**config.mk**
```make
export PLATFORM = sky130hd
export DESIGN_NAME = proc_mem_io_flat
export DESIGN_NICKNAME = d
export VERILOG_FILES = /design/src/rtl/proc_mem_io_if.sv /design/src/rtl/proc_mem_io.sv /design/src/flat_wrapper.sv
export SDC_FILE = /design/constraint.sdc
export NUM_CORES = 1
export LEC_CHECK = 0
export ABC_AREA = 1
export BUFFER_PORTS_ARGS = -buffer_cell sky130_fd_sc_hd__buf_2
export CAP_MARGIN = 20
export CORE_ASPECT_RATIO = 1.4
export CORE_MARGIN = 2
export CORE_UTILIZATION = 54
export DETAILED_ROUTE_END_ITERATION = 10
export GPL_ROUTABILITY_DRIVEN = 0
export PLACE_DENSITY = 0.7
export SYNTH_ARGS = -nofsm -noshare
export SYNTH_HDL_FRONTEND = slang
export SYNTH_SLANG_ARGS = --single-unit
```
**constraint.sdc**
```tcl
create_clock -name Clock -period 3.1 [get_ports Clock]
set_input_delay 0.465 -clock Clock [delete_from_list [all_inputs] [get_ports Clock]]
set_output_delay 0.465 -clock Clock [all_outputs]
set_load 0.02 [all_outputs]
```
**src/rtl/proc_mem_io_if.sv**
```systemverilog
// Processor-side bus of the 9-bit machine:
// registered address, write data and strobe out, read data back.
interface proc_mem_io_if #(
  parameter int DATA_W = 9
);
  logic [8:0]        Addr;
  logic [DATA_W-1:0] DOUT;
  logic              W;
  logic [DATA_W-1:0] DIN;

  modport master (
    output Addr,
    output DOUT,
    output W,
    input  DIN
  );

  modport slave (
    input  Addr,
    input  DOUT,
    input  W,
    output DIN
  );
endinterface

```
**src/rtl/proc_mem_io.sv**
```systemverilog
// Memory and I/O subsystem: RAM, LED register, reload timer
// with sticky expiry flag, and synchronised switch port.
module proc_mem_io #(
  parameter int DATA_W = 9,
  parameter int RAM_AW = 7
) (
  input  logic              Clock,
  input  logic              Resetn,
  proc_mem_io_if.slave      bus,
  input  logic [DATA_W-1:0] SW,
  output logic [DATA_W-1:0] LEDR,
  output logic              Tirq
);

  logic [DATA_W-1:0] mem [2**RAM_AW];

  logic [DATA_W-1:0] din_q, din_d;
  logic [DATA_W-1:0] led_q, led_d;
  logic [DATA_W-1:0] load_q, load_d;
  logic [DATA_W-1:0] cnt_q, cnt_d;
  logic              en_q, en_d;
  logic              exp_q, exp_d;
  logic [DATA_W-1:0] sw1_q, sw2_q;

  logic              hit_ram, hit_led;
  logic              hit_tmr, hit_sw;
  logic [1:0]        tsel;
  logic [RAM_AW-1:0] idx;
  logic              load_wr, ctrl_wr;
  logic [DATA_W-1:0] status;

  assign hit_ram = bus.Addr[8:7] == 2'b00;
  assign hit_led = bus.Addr[8:7] == 2'b01;
  assign hit_tmr = bus.Addr[8:7] == 2'b10;
  assign hit_sw  = bus.Addr[8:7] == 2'b11;
  assign tsel    = bus.Addr[1:0];
  assign idx     = bus.Addr[RAM_AW-1:0];

  assign load_wr = bus.W && hit_tmr
                && tsel == 2'b00;
  assign ctrl_wr = bus.W && hit_tmr
                && tsel == 2'b01;

  always_comb begin
    status            = '0;
    status[DATA_W-1]  = exp_q;
    status[0]         = en_q;
  end

  // Read mux samples pre-edge state, giving read-before-write
  always_comb begin
    din_d = '0;
    unique case (1'b1)
      hit_ram: din_d = mem[idx];
      hit_led: din_d = led_q;
      hit_tmr: begin
        unique case (tsel)
          2'b00:   din_d = load_q;
          2'b01:   din_d = status;
          2'b10:   din_d = cnt_q;
          default: din_d = '0;
        endcase
      end
      hit_sw:  din_d = sw2_q;
      default: din_d = '0;
    endcase
  end

  always_comb begin
    led_d = led_q;
    if (bus.W && hit_led)
      led_d = bus.DOUT;
  end

  // Expiry set is applied after the clear so it wins
  always_comb begin
    load_d = load_q;
    cnt_d  = cnt_q;
    en_d   = en_q;
    exp_d  = exp_q;
    if (ctrl_wr) begin
      en_d = bus.DOUT[0];
      if (bus.DOUT[DATA_W-1])
        exp_d = 1'b0;
    end
    if (load_wr) begin
      load_d = bus.DOUT;
      cnt_d  = bus.DOUT;
    end else if (en_q) begin
      if (cnt_q == '0) begin
        cnt_d = load_q;
        exp_d = 1'b1;
      end else begin
        cnt_d = cnt_q - DATA_W'(1);
      end
    end
  end

  always_ff @(posedge Clock) begin
    if (bus.W && hit_ram)
      mem[idx] <= bus.DOUT;
  end

  always_ff @(posedge Clock or negedge Resetn) begin
    if (!Resetn) begin
      din_q  <= '0;
      led_q  <= '0;
      load_q <= '0;
      cnt_q  <= '0;
      en_q   <= 1'b0;
      exp_q  <= 1'b0;
      sw1_q  <= '0;
      sw2_q  <= '0;
    end else begin
      din_q  <= din_d;
      led_q  <= led_d;
      load_q <= load_d;
      cnt_q  <= cnt_d;
      en_q   <= en_d;
      exp_q  <= exp_d;
      sw1_q  <= SW;
      sw2_q  <= sw1_q;
    end
  end

  assign bus.DIN = din_q;
  assign LEDR    = led_q;
  assign Tirq    = exp_q;

endmodule

```
**src/flat_wrapper.sv**
```systemverilog
// flat-port wrapper written by rule: the top's interface ports become plain ports
module proc_mem_io_flat 
#(
  parameter int DATA_W = 9,
  parameter int RAM_AW = 7
)
  (Clock, Resetn, SW, LEDR, Tirq, bus_Addr, bus_DOUT, bus_W, bus_DIN);
  proc_mem_io_if #(.DATA_W(DATA_W)) bus_i ();
  input  logic Clock;
  input  logic Resetn;
  input  logic [DATA_W-1:0] SW;
  output logic [DATA_W-1:0] LEDR;
  output logic Tirq;
  input wire logic [$bits(bus_i.Addr)-1:0] bus_Addr;
  input wire logic [$bits(bus_i.DOUT)-1:0] bus_DOUT;
  input wire logic [$bits(bus_i.W)-1:0] bus_W;
  output wire logic [$bits(bus_i.DIN)-1:0] bus_DIN;
  assign bus_i.Addr = bus_Addr;
  assign bus_i.DOUT = bus_DOUT;
  assign bus_i.W = bus_W;
  assign bus_DIN = bus_i.DIN;
  proc_mem_io #(.DATA_W(DATA_W), .RAM_AW(RAM_AW)) u_core (.Clock(Clock), .Resetn(Resetn), .bus(bus_i), .SW(SW), .LEDR(LEDR), .Tirq(Tirq));
endmodule
```
==> run summary <==
most frequent cells in the layout -> nand2_1, edfxtp_1, nand3_1
Non-Filler Instances -> 5889
Max-Cap Viols -> 0
Peak VDD IR -> 0.000476 V
CP bufs+invs -> 2
Max Fclk -> 0.413 GHz
Hold WC Path Type -> primary input to flip-flop
clk_lat worst skew -> 730 ps
clk root buf -> clkbuf_16
clk_skew -> 14.6 ps
1st-pass router iterations -> 5
status -> completed
reg-to-reg slack, setup -> 680 ps
syn_nets -> 4427
Clock H-tree levels -> 3
arrival time at the worst endpoint -> 3010 ps
post-synthesis sequential area ratio -> 73.0%
Syn Area/Cell -> 11.2 µm²
filler instances -> 6899
Placed Cells -> 5673
DP Area -> 52500 µm²
Post-synth ARST share -> 4.64%
final hold vios -> 0
Top delay family on crit path -> buffers and inverters
DR WL/cell -> 22.7 µm
Initial Util -> 54.3%
Synth Register Bits -> 1208
Final HPWL DP -> 78400 µm
area grow syn2layout -> 13.9%
initial antenna violation count -> 0
layout cell share with drive strength beyond 1 -> 10.5%
remaining global-route overflow -> 0
CP max-delay cell -> nor2_1
CP Max Fanout -> 9
Final setup viols -> 0
Tcrit/Tclk final -> 78.1%
unrepaired setup endpoints after global routing -> false
post-CTS setup buffer count -> 0
via count -> 33675
Tot Pwr -> 0.0343 W
Post-synth top flop -> edfxtp_1
clk sinks -> 1208
final instance area -> 56200 µm²
WP data required -> 3690 ps
Final Critical Period -> 2420 ps
die area -> 93800 µm²
via/cell ratio -> 5.72
Lkg Pwr -> 21.6 nW
largest net degree at the start of global routing -> 132
CP startpoint kind -> flip-flop
crit-path cells -> inv_1 -> ha_1 -> nand4_1 -> nor2_1 -> clkinv_1 -> o211ai_1 -> a31oi_1
first-pass GRT wire length -> 200000 µm
Post-Syn Instances -> 4396
Tightest Pin Transition -> 814 ps
Post-CTS Resized -> 0
clk buf depth -> 3
final core utilization -> 61.9%
max-slew violations -> 0
Post-Syn Area -> 49300 µm²
port bufs -> 48
Max-slew headroom -> 45.7%
register area -> 36000 µm²
CTS tree -> yes
Die W -> 259 µm
Die Span Y -> 362 µm
multi-input combinational cell area -> 11900 µm²
io pins -> 49
# hold bufs at CTS -> 10
DR iter-0 viols -> 4053
Worst Path Class, Setup -> flip-flop to flip-flop
clk slew on worst S/H paths -> 60 ps
row count -> 131
Synth cell types -> 36
drt drc -> 0
CP Capture Type -> flip-flop
yosys warns -> 0
core footprint -> 90800 µm²
Fin Setup TNS -> 0 ps
vias in the first global route -> 32854
Power Density -> 611 nW/µm²
Post-synth EDFFs -> 1152
total wire length -> 134000 µm
most common cell after layout, fill and taps aside -> nand2_1
Layout Nets -> 4628
Num CTS Buffers -> 109
post-route ant nets -> 0
ANT cells -> 0
GRT Util Overall -> 28.5%
crit-path max cell delay -> 430 ps
metrics by stage:
step	setup WS [ps]	hold slack, ps
after global placement	267	335
after CTS	752	163
final	678	189
after detailed placement	273	337
after global routing	539	213
after floorplan	780	169
cell usage after synthesis (2+ instances only):
cell type / number / share of area [%]
nand2_1: 2004 / 15
edfxtp_1: 1152 / 70
nand3_1: 388 / 3.9
nor2_1: 253 / 1.9
buf_2: 116 / 1.2
a21oi_1: 95 / 0.96
inv_1: 70 / 0.53
nand4_1: 69 / 0.87
dfrtp_1: 56 / 2.8
clkbuf_1: 51 / 0.39
buf_4: 41 / 0.62
buf_1: 21 / 0.16
o21ai_0: 17 / 0.17
a22o_1: 8 / 0.14
mux2_2: 8 / 0.18
o221ai_1: 8 / 0.14
clkinv_1: 6 / 0.046
o22ai_1: 6 / 0.076
xor2_1: 4 / 0.071
buf_6: 3 / 0.068
nor2_2: 3 / 0.038
nor2_4: 2 / 0.046
o211ai_1: 2 / 0.030
metal layers:
metal  GRT usage (%)  part of all wire (%)  vias to the layer above  wire length [µm]
li1                -                     -                    15325                 -
met1            37.1                    37                    16228             50000
met2            47.6                    49                     1785             65800
met3            3.64                   8.6                      337             11500
met4            14.1                   4.7                        0              6330
met5               0                     0                        -                 0
logic make-up (layout without fill, tap and decap cells):
family	after synthesis	after routing	synth area share [%]
AND/OR/NAND/NOR	2723	2723	22.1
flip-flops	1208	1208	73.0
buffers and inverters	310	606	3.02
AO/OA/AOI/OAI	142	142	1.62
multiplexers	8	8	0.183
XOR/XNOR	4	4	0.0710
adder cells (fa/ha/maj)	1	1	0.0254
where the power goes:
group / leakage (nW) / total, W / switching (W) / internal [W]
registers: 11.0 / 0.0181 / 0.000115 / 0.0180
logic: 8.81 / 0.00254 / 0.00183 / 0.000712
clock network: 1.76 / 0.0136 / 0.00593 / 0.00770
total: 21.6 / 0.0343 / 0.00787 / 0.0264
cell type report:
type	count	area share [%]
inverters	78	0.561
clock buffers	137	5.28
multi-input cells	2878	21.1
well taps	1197	2.67
repair buffers	322	5.15
clock inverters	69	1.14
flip-flops and latches	1208	64.1
sequential cells by signal, indices dropped and copies added (netlist names):
signal,count
u_core.mem,1152
u_core.LEDR,9
u_core.bus.DIN,9
u_core.cnt_q,9
u_core.load_q,9
u_core.sw1_q,9
u_core.sw2_q,9
u_core.Tirq,1
u_core.en_q,1
path summary, 6_finish.rpt:
path	cells past startpoint	to	start
min in group asynchronous	2	u_core.sw1_q[3]	Resetn
min reg2reg	0	u_core.sw2_q[8]	u_core.sw1_q[8]
max reg2reg	7	u_core.cnt_q[6]	u_core.cnt_q[0]
max	7	u_core.cnt_q[6]	u_core.cnt_q[0]
min	5	u_core.en_q	bus_W
max in group asynchronous	3	u_core.sw2_q[7]	Resetn
worst register-to-register path: cells and delay by family (launching register included):
family	cells	cell delay, ps
flops	1	390
compound gates	2	430
buf+inv	2	600
simple gates	2	600
fa+ha+maj	1	290
Power figures use the tool's default switching activity.
